### config.mk
export PLATFORM = sky130hd
export DESIGN_NAME = err_injector
export DESIGN_NICKNAME = d
export VERILOG_FILES = /design/src/rtl/err_injector.sv
export SDC_FILE = /design/constraint.sdc
export NUM_CORES = 1
export LEC_CHECK = 0
export ABC_AREA = 1
export ABC_CLOCK_PERIOD_IN_PS = 3800
export CORE_MARGIN = 1
export CORE_UTILIZATION = 53
export DETAILED_ROUTE_END_ITERATION = 7
export GPL_TIMING_DRIVEN = 0
export HOLD_SLACK_MARGIN = 0.03
export MAX_ROUTING_LAYER = met4
export PLACE_DENSITY = 0.76
export SLEW_MARGIN = 20
export SYNTH_ARGS = -nofsm -noshare
export SYNTH_HDL_FRONTEND = slang
export SYNTH_SLANG_ARGS = --single-unit
### constraint.sdc
create_clock -name clk -period 3.8 [get_ports clk]
set_input_delay 0.95 -clock clk [delete_from_list [all_inputs] [get_ports clk]]
set_output_delay 0.95 -clock clk [all_outputs]
set_load 0.005 [all_outputs]
### src/rtl/err_injector.sv
// err_injector: per-frame channel-error injector for a beat stream.
// Error positions are drawn in the DRAW state. The LFSR steps only in DRAW, so
// a given seed and configuration always give the same pattern, whatever
// backpressure the downstream applies. The RUN state streams one frame through
// a single output register and flips the drawn bits on the way.
//
// Handshake (valid/ready): a beat moves on a port in a cycle where both valid
// and ready are high at the clock edge. valid_out, once raised, stays high and
// data_out/err_out/sof_out/eof_out stay stable until ready_out takes the beat.
// The upstream side sees ready_in only in RUN, and only when the output
// register is empty or is being drained in that same cycle.
module err_injector #(
    parameter int          DATA_W    = 1,
    parameter int          FRAME_LEN = 63,
    parameter int          MAX_ERR   = 2,
    parameter logic [31:0] LFSR_SEED = 32'hACE1_2468,
    parameter int          CNT_W     = 16,
    localparam int         NUM_W     = $clog2(MAX_ERR + 1),
    localparam int         IDX_W     = $clog2(FRAME_LEN)
) (
    input  logic              clk,
    input  logic              rst,
    input  logic [1:0]        cfg_mode,
    input  logic [NUM_W-1:0]  cfg_num_err,
    input  logic [IDX_W-1:0]  cfg_fixed_pos,
    input  logic              valid_in,
    output logic              ready_in,
    input  logic [DATA_W-1:0] data_in,
    output logic              valid_out,
    input  logic              ready_out,
    output logic [DATA_W-1:0] data_out,
    output logic              err_out,
    output logic              sof_out,
    output logic              eof_out,
    output logic [CNT_W-1:0]  err_total,
    output logic [CNT_W-1:0]  frame_total,
    output logic              dbg_state
);

    localparam int BIT_W = (DATA_W > 1) ? $clog2(DATA_W) : 1;
    localparam int EW    = IDX_W + NUM_W + 1;

    localparam logic [IDX_W-1:0] LAST_IDX    = IDX_W'(FRAME_LEN - 1);
    localparam logic [EW-1:0]    LAST_EW     = EW'(FRAME_LEN - 1);
    localparam logic [IDX_W:0]   FRAME_LEN_C = (IDX_W + 1)'(FRAME_LEN);
    localparam logic [BIT_W:0]   DATA_W_C    = (BIT_W + 1)'(DATA_W);
    localparam logic [NUM_W-1:0] MAX_ERR_C   = NUM_W'(MAX_ERR);
    localparam logic [31:0]      LFSR_TAPS   = 32'h8020_0003;

    localparam logic [1:0] MODE_RANDOM = 2'b01;
    localparam logic [1:0] MODE_BURST  = 2'b10;
    localparam logic [1:0] MODE_FIXED  = 2'b11;

    typedef enum logic {ST_DRAW = 1'b0, ST_RUN = 1'b1} state_t;

    state_t             state_q, state_d;
    logic [31:0]        lfsr_q, lfsr_next;
    logic [IDX_W-1:0]   idx_q;
    logic               cfg_load_q;
    logic [1:0]         mode_q, mode_e;
    logic [NUM_W-1:0]   n_q, n_raw, n_e, acc_q;
    logic [IDX_W-1:0]   slot_beat_q [MAX_ERR];
    logic [BIT_W-1:0]   slot_bit_q  [MAX_ERR];
    logic               burst_en_q;
    logic [IDX_W-1:0]   burst_lo_q, burst_hi_q;
    logic [BIT_W-1:0]   burst_bit_q;

    logic [IDX_W-1:0]   cand_beat;
    logic [BIT_W-1:0]   cand_bit;
    logic               cand_ok, cand_dup;
    logic               take_slot, take_burst;
    logic [IDX_W-1:0]   burst_lo_d, burst_hi_d;
    logic [BIT_W-1:0]   burst_bit_d;
    logic [EW-1:0]      end_sum;
    logic [DATA_W-1:0]  mask;
    logic               in_fire, last_beat;

    // Galois right-shift step, polynomial x^32 + x^22 + x^2 + x + 1.
    assign lfsr_next = lfsr_q[0] ? ((lfsr_q >> 1) ^ LFSR_TAPS) : (lfsr_q >> 1);

    assign cand_beat = lfsr_q[IDX_W-1:0];
    if (DATA_W > 1) begin : g_bit_draw
        assign cand_bit = lfsr_q[IDX_W +: BIT_W];
    end else begin : g_bit_zero
        assign cand_bit = '0;
    end
    assign cand_ok = ({1'b0, cand_beat} < FRAME_LEN_C) && ({1'b0, cand_bit} < DATA_W_C);

    // The config is live on the first DRAW cycle and latched for the rest of the frame.
    assign mode_e = cfg_load_q ? cfg_mode : mode_q;
    assign n_raw  = cfg_load_q ? cfg_num_err : n_q;
    assign n_e    = (n_raw > MAX_ERR_C) ? MAX_ERR_C : n_raw;

    assign ready_in  = (state_q == ST_RUN) && (ready_out || !valid_out);
    assign in_fire   = valid_in && ready_in;
    assign last_beat = (idx_q == LAST_IDX);
    assign dbg_state = (state_q == ST_RUN);

    // Next state and the position draw for the current DRAW cycle.
    always_comb begin
        state_d     = state_q;
        take_slot   = 1'b0;
        take_burst  = 1'b0;
        burst_lo_d  = cand_beat;
        burst_bit_d = cand_bit;
        cand_dup    = 1'b0;
        for (int k = 0; k < MAX_ERR; k++) begin
            if ((NUM_W'(k) < acc_q) && (slot_beat_q[k] == cand_beat)) cand_dup = 1'b1;
        end
        case (state_q)
            ST_DRAW: begin
                case (mode_e)
                    MODE_RANDOM: begin
                        if (n_e == '0) begin
                            state_d = ST_RUN;
                        end else if (cand_ok && !cand_dup) begin
                            take_slot = 1'b1;
                            if (acc_q + 1'b1 == n_e) state_d = ST_RUN;
                        end
                    end
                    MODE_BURST: begin
                        if (n_e == '0) begin
                            state_d = ST_RUN;
                        end else if (cand_ok) begin
                            take_burst = 1'b1;
                            state_d    = ST_RUN;
                        end
                    end
                    MODE_FIXED: begin
                        burst_lo_d  = cfg_fixed_pos;
                        burst_bit_d = '0;
                        take_burst  = (n_e != '0);
                        state_d     = ST_RUN;
                    end
                    default: state_d = ST_RUN;
                endcase
            end
            default: begin
                if (in_fire && last_beat) state_d = ST_DRAW;
            end
        endcase
        // A burst stops at the last beat of the frame instead of wrapping round.
        end_sum    = EW'(burst_lo_d) + EW'(n_e) - EW'(1);
        burst_hi_d = (end_sum > LAST_EW) ? LAST_IDX : end_sum[IDX_W-1:0];
    end

    // Flip mask for the beat at idx_q, built from the drawn slots and burst range.
    always_comb begin
        mask = '0;
        for (int k = 0; k < MAX_ERR; k++) begin
            if ((NUM_W'(k) < acc_q) && (slot_beat_q[k] == idx_q))
                mask = mask | (DATA_W'(1) << slot_bit_q[k]);
        end
        if (burst_en_q && (idx_q >= burst_lo_q) && (idx_q <= burst_hi_q))
            mask = mask | (DATA_W'(1) << burst_bit_q);
    end

    // FSM state register.
    always_ff @(posedge clk or posedge rst) begin
        if (rst) state_q <= ST_DRAW;
        else     state_q <= state_d;
    end

    // LFSR, latched config and drawn error positions.
    always_ff @(posedge clk or posedge rst) begin
        if (rst) begin
            lfsr_q      <= LFSR_SEED;
            cfg_load_q  <= 1'b1;
            mode_q      <= '0;
            n_q         <= '0;
            acc_q       <= '0;
            burst_en_q  <= 1'b0;
            burst_lo_q  <= '0;
            burst_hi_q  <= '0;
            burst_bit_q <= '0;
            for (int k = 0; k < MAX_ERR; k++) begin
                slot_beat_q[k] <= '0;
                slot_bit_q[k]  <= '0;
            end
        end else if (state_q == ST_DRAW) begin
            lfsr_q <= lfsr_next;
            if (cfg_load_q) begin
                cfg_load_q <= 1'b0;
                mode_q     <= cfg_mode;
                n_q        <= n_e;
            end
            if (take_slot) begin
                for (int k = 0; k < MAX_ERR; k++) begin
                    if (acc_q == NUM_W'(k)) begin
                        slot_beat_q[k] <= cand_beat;
                        slot_bit_q[k]  <= cand_bit;
                    end
                end
                acc_q <= acc_q + 1'b1;
            end
            if (take_burst) begin
                burst_en_q  <= 1'b1;
                burst_lo_q  <= burst_lo_d;
                burst_hi_q  <= burst_hi_d;
                burst_bit_q <= burst_bit_d;
            end
        end else if (in_fire && last_beat) begin
            cfg_load_q <= 1'b1;
            acc_q      <= '0;
            burst_en_q <= 1'b0;
        end
    end

    // Output register stage and beat index.
    always_ff @(posedge clk or posedge rst) begin
        if (rst) begin
            idx_q     <= '0;
            valid_out <= 1'b0;
            data_out  <= '0;
            err_out   <= 1'b0;
            sof_out   <= 1'b0;
            eof_out   <= 1'b0;
        end else if (in_fire) begin
            idx_q     <= last_beat ? '0 : idx_q + 1'b1;
            valid_out <= 1'b1;
            data_out  <= data_in ^ mask;
            err_out   <= |mask;
            sof_out   <= (idx_q == '0);
            eof_out   <= last_beat;
        end else if (ready_out) begin
            valid_out <= 1'b0;
        end
    end

    // Saturating statistics counters.
    always_ff @(posedge clk or posedge rst) begin
        if (rst) begin
            err_total   <= '0;
            frame_total <= '0;
        end else if (in_fire) begin
            if ((|mask) && (err_total != '1)) err_total <= err_total + 1'b1;
            if (last_beat && (frame_total != '1)) frame_total <= frame_total + 1'b1;
        end
    end

endmodule

==> results.toml <==
[power_and_ir_drop]
p_switching_w = 0.00103
p_int_w = 0.00207
ir_drop_v = 0.000350
seqPwrFrac_pct = 43.5
power.total_w = 0.00310
power_frac_comb_pct = 24.0
leakage_nw = 3.83
power_density_nw_per_um2 = 409
clockPowerShare_pct = 32.5
p_sw_share_pct = 33.2

[grt]
grt_overflow = 0
grt_max_degree = 70
antenna_found_initial = 0
grtUsageTotal_pct = 25.5
grt_pass1_wl_um = 25200
grt_pass1_vias = 5503

[finish]
layout_commonest_cell = "nand2_1"
multi_input_area_um2 = 3270
drive_gt1_share_pct = 9.48
area.growth.synth_to_final_pct = 17.2
fin_cells = 1082
final_cell_mix = "324 x nand2_1, 96 x inv_1, 94 x dfrtp_1, 62 x nor2_1, 53 x clkdlybuf4s50_1"
final_nets = 980
antenna_cells_inserted = 0
fill_cells = 1027
seq_area_um2 = 2720

[setup_path]
cp.arrival_ns = 3.84
crit_path_end_kind = "flop"
critPathSlowestCell = "clkdlybuf4s50_1"
worstSetupPathType = "in -> reg"
critPathTopFamily = "adder cells"
max_stage_delay_ns = 0.46
timing.critical_path.mode_cell = "inv_1"
cp-start-kind = "input pin"
critPathMaxFanout = 11
critPathRequiredTime_ns = 4.05
crit_path_cell_trace = "clkdlybuf4s50_1 > inv_1 > nand2_1 > o21ai_0 > inv_1 > ha_4 > nand2_4 > nand2_1 > o21ai_0 > ha_1 > inv_1 > ha_2 > fa_2 > nand3_2 > nand3_1 > nand2_1 > inv_1 > nand3b_1 > nand3_4 > nor2_2 > nor2_1"
critPathBufInv = 5

[detailed_routing]
met2_length_um = 6690
drcViolationCount = 0
wl_met1_um = 6720
wl_um = 14300
drt.antenna.violating_nets = 0
via_per_inst = 5.19
drt-initial-drc-count = 388
dr.pass1.iters = 5
avgRoutedWirePerCell_um = 13.2
top_layer_used = "met4"
route.met3.wl_um = 631
vias = 5612

[die]
std_cell_rows = 39
start_util_pct = 55.5
core_area_um2 = 11700
ioPinCount = 54
die_w_um = 112
die_y_um = 112
die_area_um2 = 12700

[timing]
drv_slew = 0
maxSlewHeadroom_pct = 55.5
setup_viol = 0
fin_crit_sh_pct = 94.6
fmax_ghz = 0.278
worst_pin_slew_ns = 0.661
finalClockSkew_ns = 0.0123
period_minus_slack_ns = 3.60
fin_hold_ws_ns = 0.470
hold_violations = 0

[synthesis]
seq_area_frac_synth_pct = 42.1
yosysUniqueCellTypes = 38
syn_nets = 915
syn_avg_cell_area_um2 = 7.44
synth-seq-cells = 108
synthCells = 869
synth_area_um2 = 6470
yosys_warnings = 0

[cts]
cts_buffers = 9
cts_sinks = 108
clk_pin_slew_ns = 0.07
root_buffer = "clkbuf_16"
htreeDepth = 3
cts_buffer_depth = 2
clkLatencyLatePin_ns = 0.36
cts_tree = "yes"
postCtsHoldBufs = 0

[flow_run]
max_cap_violations = 0

[status]
status = "finished clean"

[place]
globalplace.congestion = 0.916
dp_cells = 1066
portBuffers = 53
dp_hpwl_um = 10400

[worst_hold_path]
hold_path.class = "reg -> reg"
[worst register-to-register path, cell delays in order, from the launching register on]
cell      delay (ns)
dfstp_2         0.61
nand2_1         0.07
o21ai_0         0.11
inv_1           0.14
ha_4            0.20
nand2_4         0.11
o21ai_0         0.13
ha_1            0.30
inv_1           0.04
ha_2            0.20
fa_2            0.38
nand3_2         0.11
nand3_1         0.08
nand2_1         0.09
inv_1           0.04
nand3b_1        0.11
nand3_4         0.12
nor2_2          0.11
nor2_1          0.05
[per-stage QoR]
step | area (um^2) | util (%) | setup TNS [ns] | setup WS (ns)
6_report | 7580 | 65.0 | 0 | 0.205
5_1_grt | 7580 | 65.0 | -0.102 | -0.0321
4_1_cts | 7530 | 64.6 | 0 | 0.0241
3_5_place_dp | 7210 | 61.8 | -3.09 | -0.599
3_3_place_gp | 7180 | 61.5 | -158.55 | -1.59
2_1_floorplan | 6470 | - | 0 | 0.0276
[path summary, 6_finish.rpt]
path	from	endpoint	slack, ns	cells after the start
worst max-delay path	cfg_mode[0]	burst_hi_q[3]	0.20	21
worst min-delay path	lfsr_q[23]	lfsr_q[22]	0.47	2
worst max register to register	cfg_load_q	burst_hi_q[3]	0.69	18
worst min register to register	lfsr_q[23]	lfsr_q[22]	0.47	2
max in group asynchronous	rst	cfg_load_q	2.18	3
min in group asynchronous	rst	lfsr_q[30]	0.96	2
[power groups by stage]
stage	Combinational (W)	Sequential, W	Clock [W]
after global routing	0.000874	0.00136	0.00107
after floorplan	0.000520	0.00133	0
after global placement	0.000683	0.00137	0
final	0.000743	0.00135	0.00101
after CTS	0.000718	0.00135	0.00103
after detailed placement	0.000707	0.00137	0
[final cells by class]
type	instances	area share (%)
well taps	143	2.36
flip-flops and latches	108	35.9
plain buffers	26	1.83
clock inverters	6	1.04
repair buffers	55	7.46
clock buffers	10	3.15
multi-input cells	631	43.1
inverters	103	5.17
[registers in the layout, summed over array words and instances (netlist names)]
signal,cells
cfg_load_q,1
burst_hi_q,6
idx_q,6
valid_out,1
err_total,16
burst_en_q,1
lfsr_q,32
dbg_state,1
sof_out,1
acc_q,2
eof_out,1
burst_lo_q,6
slot_beat_q,12
data_out,1
err_out,1
n_q,2
frame_total,16
mode_q,2
[cell families (layout without fill, tap and decap cells)]
| group | after synthesis | count (layout) | share of synthesized area, % |
|---|---|---|---|
| AND/OR/NAND/NOR | 505 | 505 | 34.2 |
| buffers and inverters | 130 | 200 | 8.18 |
| flip-flops | 108 | 108 | 42.1 |
| AO/OA/AOI/OAI | 66 | 66 | 5.32 |
| adder cells (fa/ha/maj) | 31 | 31 | 6.11 |
| XOR/XNOR | 29 | 29 | 4.16 |
[repair_timing]
action,4_1_cts,5_1_grt
pin swaps,0,1
cloned,0,0
gates resized for setup,2,11
setup endpoints to repair,5,5
buffers inserted,0,1
[synthesized netlist by cell type]
library cell  count  area, um^2
nand4_1          40         250
nand3_4           2        35.0
o21ai_1           2        10.0
clkbuf_1          8        30.0
buf_4             2        15.0
a21oi_1          13        65.1
nand3b_1          4        30.0
dfstp_2          14         368
o41ai_1           1        8.76
a21o_1            1        7.51
nor4_1            2        12.5
ha_1             30         375
o21ai_2           1        8.76
buf_6             2        22.5
nor3_2            2        20.0
inv_1            97         364
a21oi_2           1        8.76
xor2_2            2        32.5
nand2_4           3        33.8
nand2_1         325        1220
buf_2            14        70.1
nand3_1          37         185
nor3_1           12        60.1
clkbuf_2          1        5.00
o21ai_0          47         235
fa_1              1        20.0
nand2_2           2        12.5
xor2_1           15         131
nor2_2            3        18.8
dfrtp_1          94        2350
nor2_8            1        20.0
nor3b_1           1        7.51
nor2_4            4        45.0
xnor2_1          12         105
nor2_1           65         244
inv_2             6        22.5
and2_1            1        6.26
nand3_2           1        10.0
[layer usage]
layer  up-vias  track usage [%]
li1       2877                -
met2       122             41.4
met3        22             5.89
met1      2591             32.3
met5         -                -
met4         0             6.93
No activity file was read; power rests on OpenSTA's default activity.
